==> src/rtl/weight_pkg.sv <==
// Shared constants for the weight preload sequencer.
// Kernel geometry, FSM state encoding and counter width.
package weight_pkg;
   localparam int KERNEL_DIM = 5;
   localparam int COL_W      = 3;

   localparam logic [1:0] ST_IDLE  = 2'd0;
   localparam logic [1:0] ST_FETCH = 2'd1;
   localparam logic [1:0] ST_DRAIN = 2'd2;
   localparam logic [1:0] ST_READY = 2'd3;
endpackage

==> src/rtl/valid_delay_line.sv <==
// Fixed-length 1-bit delay line that realigns bram_en with BRAM read data.
// Cleared asynchronously so no stale pulse survives a reset.
module valid_delay_line #(
   parameter int LAT = 1
) (
   input  logic clk,
   input  logic rst_n,
   input  logic in_valid,
   output logic out_valid
);
   logic [LAT-1:0] pipe_q, pipe_d;

   always_comb begin
      pipe_d    = '0;
      pipe_d[0] = in_valid;
      for (int i = 1; i < LAT; i++) begin
         pipe_d[i] = pipe_q[i-1];
      end
   end

   always_ff @(posedge clk or negedge rst_n) begin
      if (!rst_n) pipe_q <= '0;
      else        pipe_q <= pipe_d;
   end

   assign out_valid = pipe_q[LAT-1];
endmodule

==> src/rtl/weight_preload_ctrl.sv <==
// Sequencer that streams one 5x5 binary kernel from BRAM into the preload
// shift array and holds weight_ready until the consumer is done with it.
module weight_preload_ctrl #(
   parameter int ADDR_W       = 10,
   parameter int KIDX_W       = 6,
   parameter int NUM_KERNELS  = 64,
   parameter int BASE_ADDR    = 0,
   parameter int BRAM_LATENCY = 1
) (
   input  logic              clk,
   input  logic              rst_n,
   input  logic              start,
   input  logic [KIDX_W-1:0] kernel_idx,
   input  logic              weight_release,
   output logic              start_ack,
   output logic              start_err,
   output logic              bram_en,
   output logic [ADDR_W-1:0] bram_addr,
   output logic              preload_valid,
   output logic              busy,
   output logic              weight_ready
);
   import weight_pkg::*;

   logic [1:0]        state_q, state_d;
   logic [COL_W-1:0]  col_q, col_d;
   logic [COL_W-1:0]  vcnt_q, vcnt_d;
   logic [ADDR_W-1:0] base_q, base_d;
   logic [ADDR_W-1:0] idx_ext;
   logic              ack_q, ack_d;
   logic              err_q, err_d;
   logic              idx_ok, can_accept, accept;
   logic              pv;

   always_comb begin
      idx_ext    = ADDR_W'(kernel_idx);
      idx_ok     = 32'(kernel_idx) < NUM_KERNELS;
      can_accept = (state_q == ST_IDLE) || (state_q == ST_READY);
      accept     = start && can_accept && idx_ok;

      state_d = state_q;
      col_d   = col_q;
      vcnt_d  = vcnt_q;
      base_d  = base_q;
      ack_d   = accept;
      err_d   = start && !accept;

      if (accept) begin
         state_d = ST_FETCH;
         col_d   = '0;
         vcnt_d  = '0;
         // idx*5 as a shift-add, wrapped to the BRAM address space
         base_d  = ADDR_W'(BASE_ADDR) + (idx_ext << 2) + idx_ext;
      end else begin
         if (pv && busy) vcnt_d = vcnt_q + 1'b1;
         case (state_q)
            ST_FETCH: begin
               if (col_q == COL_W'(KERNEL_DIM - 1)) state_d = ST_DRAIN;
               else                                 col_d   = col_q + 1'b1;
            end
            ST_DRAIN: begin
               if (pv && vcnt_q == COL_W'(KERNEL_DIM - 1)) state_d = ST_READY;
            end
            ST_READY: begin
               if (weight_release) state_d = ST_IDLE;
            end
            default: ;
         endcase
      end
   end

   always_ff @(posedge clk or negedge rst_n) begin
      if (!rst_n) begin
         state_q <= ST_IDLE;
         col_q   <= '0;
         vcnt_q  <= '0;
         base_q  <= '0;
         ack_q   <= 1'b0;
         err_q   <= 1'b0;
      end else begin
         state_q <= state_d;
         col_q   <= col_d;
         vcnt_q  <= vcnt_d;
         base_q  <= base_d;
         ack_q   <= ack_d;
         err_q   <= err_d;
      end
   end

   valid_delay_line #(
      .LAT (BRAM_LATENCY)
   ) u_vdl (
      .clk       (clk),
      .rst_n     (rst_n),
      .in_valid  (bram_en),
      .out_valid (pv)
   );

   // column counter parks at its last value, so the address holds too
   assign bram_en       = (state_q == ST_FETCH);
   assign bram_addr     = base_q + ADDR_W'(col_q);
   assign busy          = (state_q == ST_FETCH) || (state_q == ST_DRAIN);
   assign weight_ready  = (state_q == ST_READY);
   assign preload_valid = pv;
   assign start_ack     = ack_q;
   assign start_err     = err_q;
endmodule

==> config.mk <==
export PLATFORM = sky130hd
export DESIGN_NAME = weight_preload_ctrl
export DESIGN_NICKNAME = d
export VERILOG_FILES = /design/src/rtl/weight_pkg.sv /design/src/rtl/valid_delay_line.sv /design/src/rtl/weight_preload_ctrl.sv
export SDC_FILE = /design/constraint.sdc
export NUM_CORES = 1
export LEC_CHECK = 0
export ABC_CLOCK_PERIOD_IN_PS = 3600
export CAP_MARGIN = 20
export CORE_MARGIN = 2
export CORE_UTILIZATION = 40
export CTS_CLUSTER_DIAMETER = 200
export DETAILED_ROUTE_END_ITERATION = 12
export PLACE_DENSITY = 0.67
export SETUP_SLACK_MARGIN = 0.15
export SYNTH_ARGS = -nofsm -noshare
export SYNTH_HDL_FRONTEND = slang
export SYNTH_HIERARCHICAL = 1
export SYNTH_SLANG_ARGS = --single-unit
==> constraint.sdc <==
create_clock -name clk -period 3.6 [get_ports clk]
set_input_delay 0.72 -clock clk [delete_from_list [all_inputs] [get_ports clk]]
set_output_delay 0.72 -clock clk [all_outputs]
set_load 0.02 [all_outputs]
==> impl_metrics.csv <==
group,metric,value,unit
status,status,"complete, no violations",
timing,setup_tns,0,ns
critical_path,path_cells,"ha_1 > fa_1 > a21oi_1 > nand2b_1 > xnor2_1 > clkdlybuf4s50_1",
floorplanning,die_area,3800,µm²
pwr,power.density,228,nW/µm²
layout,final_cells,207,
critical_path,critPathSlowestCell,"clkdlybuf4s50_1",
synthesis,ys_async_sr_fraction,100,%
critical_path,worstPathArrival,2.56,ns
layout,fin_nets,194,
synthesis,avgSynthCellArea,9.70,µm²
pwr,p_sw,0.0899,mW
clock_network,hold_buffers,0,
synthesis,ys_seq_area_share,37.7,%
pwr,pwr-share-seq,60.1,%
clock_network,clockRootBuffer,"clkbuf_4",
clock_network,post-cts-setup-buffers,0,
worst_hold_path,min_to,"base_q[0]",
detailed_routing,finalWirelength,2450,µm
critical_path,reg2reg_setup_slack,1.67,ns
placement,routabilityCongestion,0.817,
detailed_routing,post_drt_wl_per_cell,11.9,µm
floorplanning,coreArea,3100,µm²
detailed_routing,detail-route-antenna-nets,0,
detailed_routing,drt_pass1_iterations,4,
pwr,vdd_ir_drop_max,0.103,mV
detailed_routing,drc_errors,0,
floorplanning,die_h,61.6,µm
timing,rsz0062_at_grt,"false",
timing,max_freq,0.305,GHz
timing,period_minus_slack,3.28,ns
global_route,grt_antenna_before_repair,0,
run,cap_violations,0,
floorplanning,die_w,61.6,µm
pwr,swShare,24.0,%
global_route,grt_max_degree,21,
detailed_routing,num_vias,977,
synthesis,synth-simple-area-share,15.3,%
global_route,grt_pass1_wl,4080,µm
critical_path,slowest_delay,0.62,ns
global_route,grt.overflow.total,0,
detailed_routing,drtIter0Drc,12,
critical_path,startpoint,"col_q[0]",
clock_network,clockBufferDepth,2,
synthesis,synth_top_family_by_area,"adder cells",
critical_path,rr_endpoint,"state_q[0]",
pwr,p_int,0.285,mW
synthesis,synth_edf_count,0,
synthesis,synth_flop_cell,"dfrtp_1",
worst_hold_path,min_from,"base_q[0]",
worst_hold_path,min_path_cells,2,
floorplanning,initial_core_util,42.8,%
critical_path,critPathLaunchType,"register",
pwr,p_leak,0.780,nW
global_route,grt_usage,14.5,%
placement,dp_cells,204,
clock_network,clkLatencyLatePin,0.29,ns
placement,dp_hpwl,1920,µm
layout,area_delta_synth_final,23.7,%
synthesis,netlist_top_cells_area,"dfrtp_1, ha_1, nand2_1",
layout,fillCellCount,297,
synthesis,synth_compound_area_share,13.9,%
floorplanning,io_pins,26,
worst_hold_path,hold_class,"register to register",
clock_network,numCtsBuffers,3,
critical_path,crit_type,"register to output pin",
timing,relSlewSlack,38.6,%
layout,layout_commonest_cell,"clkdlybuf4s50_1",
timing,post-route-period-util,91.2,%
pwr,comb_power_share,11.6,%
clock_network,cts_tree,"done",
synthesis,synth_mux_area_share,0.753,%
synthesis,synth_xor_area_share,8.57,%
floorplanning,fp-row-count,20,
critical_path,r2r-start,"state_q[0]",
critical_path,critPathCaptureType,"output pin",
clock_network,clk_pin_slew,0.11,ns
placement,io_buffers,25,
clock_network,clock_sinks,20,
layout,diodes,0,
synthesis,synth_nets,166,
clock_network,cts.htree.levels,1,
critical_path,crit_required,2.88,ns
synthesis,ys_ff_latch,20,
critical_path,cp_max_fo,4,
timing,skew,0.00273,ns
pwr,clock_power_share,28.3,%
synthesis,ys_warn_count,6,
global_route,grt_pass1_vias,955,
synthesis,synthAdderAreaFrac,19.0,%
timing,finalHoldViolCount,0,
timing,slew_violations,0,
synthesis,netlist_instances,137,
detailed_routing,via_per_inst,4.72,
critical_path,reg2reg_depth,6,
timing,worstMarginPinSlew,0.919,ns
synthesis,netlist_area,1330,µm²
clock_network,post_cts_resized,0,
synthesis,yosysTopAreaCell,"dfrtp_1",
timing,finalSetupViolCount,0,
synthesis,synth_cell_types,36,
layout,layout_common_cells,"clkdlybuf4s50_1, dfrtp_1, nand2_1, ha_1, inv_1",
layout,drive_gt1_share,4.91,%
synthesis,synth_top_area_share,37.7,%
worst max-delay path, delay by kind of cell, from the launching register on:
| kind | cells | cell delay (ns) |
|---|---|---|
| xor+xnor | 1 | 0.12 |
| flops | 1 | 0.44 |
| simple gates | 1 | 0.17 |
| fa+ha+maj | 2 | 0.66 |
| compound gates | 1 | 0.26 |
| buf+inv | 1 | 0.62 |
worst max-delay path by stage:
stage / to / slack (ns) / cells past startpoint
after floorplan: bram_addr[7] / 1.26 / 5
after global placement: bram_addr[4] / 0.75 / 6
after detailed placement: bram_addr[6] / 0.67 / 6
after CTS: bram_addr[6] / 0.32 / 6
after global routing: bram_addr[4] / 0.19 / 6
final: bram_addr[6] / 0.32 / 6
power groups by stage:
stage / sequential [mW] / clock, mW / combinational [mW]
after floorplan: 0.230 / 0 / 0.0206
after global placement: 0.230 / 0 / 0.0429
after detailed placement: 0.230 / 0 / 0.0441
after CTS: 0.225 / 0.112 / 0.0441
after global routing: 0.225 / 0.120 / 0.0493
final: 0.225 / 0.106 / 0.0436
synth_stat cells, types with 2 or more instances:
cell type / n
dfrtp_1: 20
nand2_1: 19
a21oi_1: 5
xnor2_1: 6
nor3b_1: 2
nand2b_1: 2
o21ai_1: 7
fa_1: 2
xor2_1: 7
a21o_1: 3
nor2_1: 5
ha_1: 17
inv_1: 12
nand3_1: 4
o22ai_1: 3
nor3_1: 2
nor2b_1: 2
per-layer routing:
layer | routed length, µm | GRT usage [%]
met1 | 1170 | 18.3
met2 | 1190 | 24.8
met3 | 63 | 2.73
met4 | 25 | 5.17
met5 | 0 | 0
through the flow:
stage	hold WS [ns]	setup slack (ns)	utilization (%)	area, µm²	total power [mW]
5_1_grt	0.558	0.190	53.0	1640	0.395
4_1_cts	0.512	0.324	53.0	1640	0.381
6_report	0.505	0.316	53.0	1640	0.375
2_1_floorplan	0.424	1.26	-	1330	0.251
3_5_place_dp	0.487	0.673	52.3	1620	0.274
3_3_place_gp	0.485	0.748	52.3	1620	0.272
flip-flops by register name, indices dropped and copies added, names as in the netlist:
| signal | flops |
|---|---|
| col_q | 3 |
| base_q | 9 |
| u_vdl/out_valid | 1 |
| start_ack | 1 |
| start_err | 1 |
| state_q | 2 |
| vcnt_q | 3 |
final cells by class:
cell class,instances,area [µm²],share of cell area [%]
timing repair buffer,25,250,15.2
sequential,20,500,30.4
multi-input combinational,102,766,46.6
clock buffer,3,22.5,1.37
inverter,13,50.0,3.04
tap,44,55.1,3.35
kinds of logic after synthesis:
| group | Yosys count |
|---|---|
| buffers and inverters | 15 |
| adders and majority gates | 19 |
| xor gates and xnor gates | 13 |
| muxes | 1 |
| AOI/OAI and AO/OA | 28 |
| DFF | 20 |
| and+or+nand+nor | 41 |
No activity file was read; power rests on OpenSTA's default activity.
